## src/rtl/bin_peak_decay.sv

```systemverilog
// bin_peak_decay: per-bin FFT energy level meter with a two-stage pipeline (square/sum, scale/write).
// Define BIN_PEAK_DECAY_PEAK_HOLD_EN for peak-hold levels with periodic decay; default writes levels directly.
module bin_peak_decay #(
    parameter int WIDTH      = 12,
    parameter int BINS       = 8,
    parameter int BIN_DIV    = 7,
    parameter int DECAY_DIV  = 4,
    parameter int DECAY_STEP = 1
) (
    input  logic                    clk,
    input  logic                    reset,
    input  logic                    ce,
    input  logic                    sync,
    input  logic signed [WIDTH-1:0] in_real,
    input  logic signed [WIDTH-1:0] in_imag,
    output logic [8*BINS-1:0]       levels,
    output logic                    frame_done
);
    localparam int IW = $clog2(BINS + 1);
    localparam int EW = 2 * WIDTH;

    if (BINS < 1 || BINS > 255 || DECAY_DIV < 1 || DECAY_STEP < 0 || DECAY_STEP > 255 ||
        BIN_DIV < 0 || WIDTH < 4) begin : g_param_check
        $error("bin_peak_decay: parameter out of range");
    end

    logic [IW-1:0]        r_idx;
    logic                 r_seen;
    logic                 r_v1;
    logic [IW-1:0]        r_idx1;
    logic [EW-1:0]        r_energy;
    logic [7:0]           r_level [BINS];
    logic                 r_frame_done;

    logic signed [EW-1:0] w_re_sq;
    logic signed [EW-1:0] w_im_sq;
    logic [EW-1:0]        w_energy;
    logic [IW-1:0]        w_cur_idx;
    logic                 w_valid;
    logic [EW-1:0]        w_shift;
    logic [7:0]           w_scaled;
    logic [7:0]           w_next [BINS];

    assign w_re_sq   = EW'(in_real) * EW'(in_real);
    assign w_im_sq   = EW'(in_imag) * EW'(in_imag);
    assign w_energy  = $unsigned(w_re_sq) + $unsigned(w_im_sq);
    // r_idx == BINS marks "no valid frame position" (after reset or past the last bin)
    assign w_cur_idx = sync ? '0 : r_idx;
    assign w_valid   = ce && (sync || r_seen) && (w_cur_idx < IW'(BINS));

    always_ff @(posedge clk or posedge reset) begin
        if (reset) begin
            r_idx    <= IW'(BINS);
            r_seen   <= 1'b0;
            r_v1     <= 1'b0;
            r_idx1   <= '0;
            r_energy <= '0;
        end else begin
            r_v1 <= w_valid;
            if (ce) begin
                r_idx    <= (w_cur_idx == IW'(BINS)) ? w_cur_idx : w_cur_idx + 1'b1;
                r_idx1   <= w_cur_idx;
                r_energy <= w_energy;
                if (sync) begin
                    r_seen <= 1'b1;
                end
            end
        end
    end

    assign w_shift  = r_energy >> BIN_DIV;
    assign w_scaled = (w_shift > EW'(255)) ? 8'hFF : w_shift[7:0];

`ifdef BIN_PEAK_DECAY_PEAK_HOLD_EN
    localparam int DW = (DECAY_DIV > 1) ? $clog2(DECAY_DIV) : 1;

    logic [DW-1:0] r_dcnt;
    logic          w_decay;

    assign w_decay = ce && sync && (r_dcnt == DW'(DECAY_DIV - 1));

    always_ff @(posedge clk or posedge reset) begin
        if (reset) begin
            r_dcnt <= '0;
        end else if (ce && sync) begin
            r_dcnt <= w_decay ? '0 : r_dcnt + 1'b1;
        end
    end

    // decay first, then the write can only raise the level
    always_comb begin
        for (int k = 0; k < BINS; k++) begin
            w_next[k] = r_level[k];
            if (w_decay) begin
                w_next[k] = (r_level[k] > 8'(DECAY_STEP)) ? r_level[k] - 8'(DECAY_STEP) : 8'd0;
            end
            if (r_v1 && (r_idx1 == IW'(k)) && (w_scaled > w_next[k])) begin
                w_next[k] = w_scaled;
            end
        end
    end
`else
    always_comb begin
        for (int k = 0; k < BINS; k++) begin
            w_next[k] = r_level[k];
            if (r_v1 && (r_idx1 == IW'(k))) begin
                w_next[k] = w_scaled;
            end
        end
    end
`endif

    always_ff @(posedge clk or posedge reset) begin
        if (reset) begin
            for (int k = 0; k < BINS; k++) begin
                r_level[k] <= '0;
            end
            r_frame_done <= 1'b0;
        end else begin
            for (int k = 0; k < BINS; k++) begin
                r_level[k] <= w_next[k];
            end
            r_frame_done <= r_v1 && (r_idx1 == IW'(BINS - 1));
        end
    end

    for (genvar k = 0; k < BINS; k++) begin : g_levels
        assign levels[8*k +: 8] = r_level[k];
    end

    assign frame_done = r_frame_done;

endmodule

```

## config.mk

```make
export PLATFORM = sky130hd
export DESIGN_NAME = bin_peak_decay
export DESIGN_NICKNAME = d
export VERILOG_FILES = /design/src/rtl/bin_peak_decay.sv
export SDC_FILE = /design/constraint.sdc
export NUM_CORES = 1
export LEC_CHECK = 0
export CAP_MARGIN = 20
export CORE_MARGIN = 1
export CORE_UTILIZATION = 65
export DETAILED_ROUTE_END_ITERATION = 10
export PLACE_DENSITY = 0.87
export SLEW_MARGIN = 20
export SYNTH_ARGS = -nofsm -noshare
export SYNTH_HDL_FRONTEND = slang
export SYNTH_SLANG_ARGS = --single-unit
```

## constraint.sdc

```tcl
create_clock -name clk -period 7.35 [get_ports clk]
set_clock_uncertainty 0.1 [all_clocks]
set_input_delay 1.47 -clock clk [delete_from_list [all_inputs] [get_ports clk]]
set_output_delay 1.47 -clock clk [all_outputs]
set_load 0.01 [all_outputs]
```

==> metrics.md, run 1 <==
| Metric | Value |
|---|---|
| Number of unique standard cell types used by synthesis | 54 |
| XOR/XNOR share of the synthesized area | 0.02854 |
| Number of register bits inferred by synthesis | 92 |
| Synthesized netlist cell count | 1,327 |
| Post-synthesis cell area | 13,200 um2 |
| Placed cells | 1,800 |
| Ys async rst share | 1.000 |
| Syn. warnings | 0 |
| Largest area contributor in the netlist | fa_1 |
| Clk root buf | clkbuf_16 |
| Clock Sink Count | 92 |
| Ys flop type | dfrtp_1 |
| Tot GR Track Use | 0.7090 |
| Port bufs | 92 |
| Grt repair worst endpoint | r_energy[18]$_DFFE_PP0P_/D |
| Largest family of logic cells by synthesized area | adder cells |
| Simple logic cell fraction of the synthesized area | 0.1020 |
| Clock Path Buffers | 2 |
| TritonCTS buffer count | 9 |
| CTS H-tree lvls | 3 |
| Sequential area share after synthesis | 0.1746 |
| I/O Pins | 93 |
| Die Width | 144.5 um |
| Run Error | [ERROR GRT-0232] Routing congestion too high. Check the congestion heatmap in the GUI. |
| Proportion of synthesized area in mux cells | 0.01631 |
| Post-synth EDFFs | 0 |
| Share of the synthesized area in the top cell type | 0.4248 |
| Largest net degree at the start of global routing | 87 |
| Placement Rows | 51 |
| Post-synth net total | 1,727 |
| Stopping stage | global routing (5_1_grt) |
| Complex-gate fraction of the synthesized area | 0.05054 |
| Run status | did not finish |
| Synth Area per Inst | 9.945 um2 |
| Total gr overflow | 13 |
| Hold-fix buffers, CTS | 0 |
| Final RePlAce weighted congestion | 0.8635 |
| DP HPWL | 26,990 um |
| Synth Area in Adders | 0.5120 |
| Die Y | 144.5 um |
| Starting Density | 0.6714 |
| Top cells by area, synth | fa_1 (42%), dfrtp_1 (17%), inv_1 (10%) |
| WEP type | sequential cell input |
-- logic make-up after synthesis --
| logic type | after synthesis |
|---|---|
| AO/OA/AOI/OAI | 112 |
| XOR/XNOR | 43 |
| adder cells (fa/ha/maj) | 372 |
| buffers and inverters | 403 |
| flip-flops | 92 |
| multiplexers | 19 |
| AND/OR/NAND/NOR | 286 |
-- cell usage after synthesis (all sizes together), types with 17 or more instances --
cell	count
ha	92
nor2b	19
a21oi	48
inv	363
o21ai	41
dfrtp	91
nand2	122
xnor2	35
and2	56
mux2	17
fa	280
clkbuf	36
nor2	62
-- routing by layer --
layer	GRT overflow	GRT usage
met5	0	0.4361
met4	10	0.6731
met2	3	0.8487
met3	0	0.6318
met1	0	0.6757
-- metrics by stage --
stage | util | setup TNS, ns | worst slack (ns) | cell area [um2] | hold WS [ns]
CTS | 0.8354 | -0.2476 | -0.08832 | 16420 | 0.3773
detailed placement | 0.7888 | -10.59 | -0.9631 | 15500 | 0.3622
global placement | 0.7888 | -6.736 | -0.6577 | 15500 | 0.3433
floorplan | - | -0.005538 | -0.005538 | 13270 | 0.3280
-- timing repair --
action | 4_1_cts
buffers inserted | 29
pin swaps | 94
endpoints found under the setup margin | 15
resized for setup | 222
cloned | 5
==> run 2, diff against run 1 <==
CORE_UTILIZATION = 40   (was 65)
PLACE_DENSITY = unset   (was 0.87)
PLACE_DENSITY_LB_ADDON = 0.15   (was unset)
==> run 2 against run 1 <==
  * The flow now finishes without violations
  * Synthesized cell count is the same
  * Area after synthesis is the same
==> metrics.md, run 2 <==
| Metric | Value |
|---|---|
| CP max-delay cell | fa_2 |
| Synth top cells by count | inv_1 (363), fa_1 (280), nand2_1 (122) |
| Worst slew pin tran | 0.9813 ns |
| Largest net degree at the start of global routing | 78 |
| Layout cell share with drive strength beyond 1 | 0.2706 |
| Post-synth net total | 1,727 (unchanged) |
| Slowest stage delay, CP | 0.55 ns |
| Worst-Skew Late Latency | 0.34 ns |
| Crit path arrival time | 7.36 ns |
| Number of unique standard cell types used by synthesis | 54 (unchanged) |
| Share of the synthesized area in the top cell type | 0.4248 (unchanged) |
| Placement Rows | 66 (+29%) |
| Clock Sink Count | 92 (unchanged) |
| Starting Density | 0.4056 (-0.2658) |
| Total gr overflow | 0 |
| Area Overhead vs Synth | 30.02% |
| Required @ worst endpoint | 7.47 ns |
| Leading cell type by number of instances after synthesis | inv_1 |
| I/O Pins | 93 (unchanged) |
| Syn. warnings | 0 (unchanged) |
| Ys async rst share | 1.000 (unchanged) |
| Die Y | 183.6 um (+27%) |
| DP HPWL | 25,270 um (-6.4%) |
| Area of placed instances | 15,800 um2 (+1.9%) |
| Clk root buf | clkbuf_16 |
| Delay-heaviest family, CP | adder cells |
| Pre-antenna DRT Iters | 6 |
| Number of register bits inferred by synthesis | 92 (unchanged) |
| Maxcap violations | 0 |
| Vias/cell | 4.543 |
| Final ANT Viol Nets | 0 |
| WP buf/inv | 7 |
| Tot GR Track Use | 0.1945 |
| Clock Path Buffers | 2 (unchanged) |
| CP Capture Type | register |
| Cell count along the critical path | 23 |
| Initial DRC count | 329 |
| Synth Area per Inst | 9.945 um2 (unchanged) |
| Run status | completed |
| TNS Setup | 0 ns |
| Crit-path cells | buf_6, buf_12, buf_6, and2_4, fa_2, inv_1, fa_1, inv_1, fa_1, fa_1, fa_1, fa_1, inv_1, fa_1, inv_2, ha_4, o2111ai_4, a211o_1, a21oi_4, o21ai_4, o221ai_4, xor2_1, mux2_4 |
| Worst r2r path cells | 4 |
| Die area | 33,720 um2 |
| Hold violation count in the final report | 0 |
| Routed wire length | 30,210 um |
| CP max FO | 6 |
| Max-slew violations | 0 |
| TritonCTS buffer count | 9 (unchanged) |
| CTS H-tree lvls | 3 (unchanged) |
| Sequential area share after synthesis | 0.1746 (unchanged) |
| Crit path kind | input port to register |
| Slew HR | 0.3458 |
| Clock transition at path regs | 0.06 ns |
| Vias post-DR | 9,295 |
| Synthesized netlist cell count | 1,327 (unchanged) |
| Final setup fails | 0 |
| Most common cell on crit path | fa_1 |
| Final instance area | 17,160 um2 |
| Nets@finish | 1,999 |
| Vias in the first global route | 10,460 |
| Ys flop type | dfrtp_1 |
| Hold Crit Class | register to register |
| Port bufs | 92 (unchanged) |
| Hold Path Depth | 1 |
| Number of antenna violations at the first check in global routing | 0 |
| Most common cell after layout, fill and taps aside | inv_1 |
| Drt wl/cell | 14.77 um |
| Die Width | 183.6 um (+27%) |
| TritonCTS clock tree | yes |
| First-pass GRT wire length | 50,980 um |
| DRC errors left | 0 |
| Fmax | 0.1381 GHz |
| Top cells by area, synth | fa_1 (42%), dfrtp_1 (17%), inv_1 (10%) |
| # fillers | 3,065 |
| Tmin final | 7.240 ns |
| Largest register FFs | 64 |
| Hold-fix buffers, CTS | 0 (unchanged) |
| Final RePlAce weighted congestion | 0.8003 (-7.3%) |
| Post-synth EDFFs | 0 (unchanged) |
| Core footprint | 32,540 um2 |
| Largest area contributor in the netlist | fa_1 |
| Element type at the critical path start | input port |
| Post-synthesis cell area | 13,200 um2 (unchanged) |
| Final period utilization | 0.9850 |
| RSZ-0062 raised after global routing | yes |
| Ant. Diodes | 0 |
| Most frequent cells in the layout | inv_1 (316), fa_1 (250), buf_4 (165) |
-- run 2: cell type report --
cell class | count | area, um2 | area share
Clock buffer | 10 | 239.0 | 0.01393
Clock inverter | 6 | 87.58 | 0.005105
Inverter | 364 | 1371 | 0.07992
Multi-Input combinational cell | 832 | 9940 | 0.5793
Sequential cell | 92 | 2303 | 0.1343
Tap cell | 442 | 553.0 | 0.03223
Timing Repair Buffer | 300 | 2664 | 0.1553
-- run 2: path summary, 6_finish.rpt --
| kind | start | to | slack (ns) |
|---|---|---|---|
| min in group asynchronous | reset | r_idx1[2] | 1.28 |
| max in group asynchronous | reset | levels[44] | 4.62 |
| worst min register to register | r_seen | r_seen | 0.36 |
| worst max-delay path | in_imag[1] | r_energy[22] | 0.11 |
| worst min-delay path | r_seen | r_seen | 0.36 |
| worst max register to register | r_energy[18] | levels[34] | 5.04 |
-- run 2: cell families after synthesis --
logic type / after synthesis / synth area share
flops: 92 / 0.1746
compound gates: 112 / 0.05054
mux: 19 / 0.01631
fa+ha+maj: 372 / 0.5120
buf+inv: 403 / 0.1161
simple gates: 286 / 0.1020
xor+xnor: 43 / 0.02854
-- run 2: layer usage --
| metal | global-route usage | routed length, um |
|---|---|---|
| met1 | 0.2424 | 12610 |
| met2 | 0.3709 | 16650 |
| met3 | 0.01446 | 534 |
| met4 | 0.03033 | 423 |
| met5 | 0 | 0 |
-- run 2: through the flow --
step,instances,hold slack [ns],util,worst slack (ns)
floorplan,1327,0.3280,-,-0.005538
global placement,1982,0.3382,0.4856,-0.7644
detailed placement,1982,0.3442,0.4856,-0.8482
CTS,2039,0.3594,0.5186,-0.05535
global route,2046,0.3923,0.5273,-0.08111
finish,2046,0.3584,0.5273,0.1099
-- run 2: worst register-to-register path, cell delays in order, from the launching register on --
cell and delay [ns]:
dfrtp_1 0.38, nor4_1 0.28, nand3_1 0.35, nor2_1 0.83, o21ai_0 0.21
-- run 2: repair_timing --
action | in CTS | in global routing
pin swaps | 115 | 96
cloned | 1 | 0
resized for setup | 233 | 96
setup buffers | 42 | 12
endpoints found under the setup margin | 12 | 10
Power of run 2 is left out: the tool's default activity adds up to more than one toggle a clock period on the data nets, which glitch-free logic cannot reach.
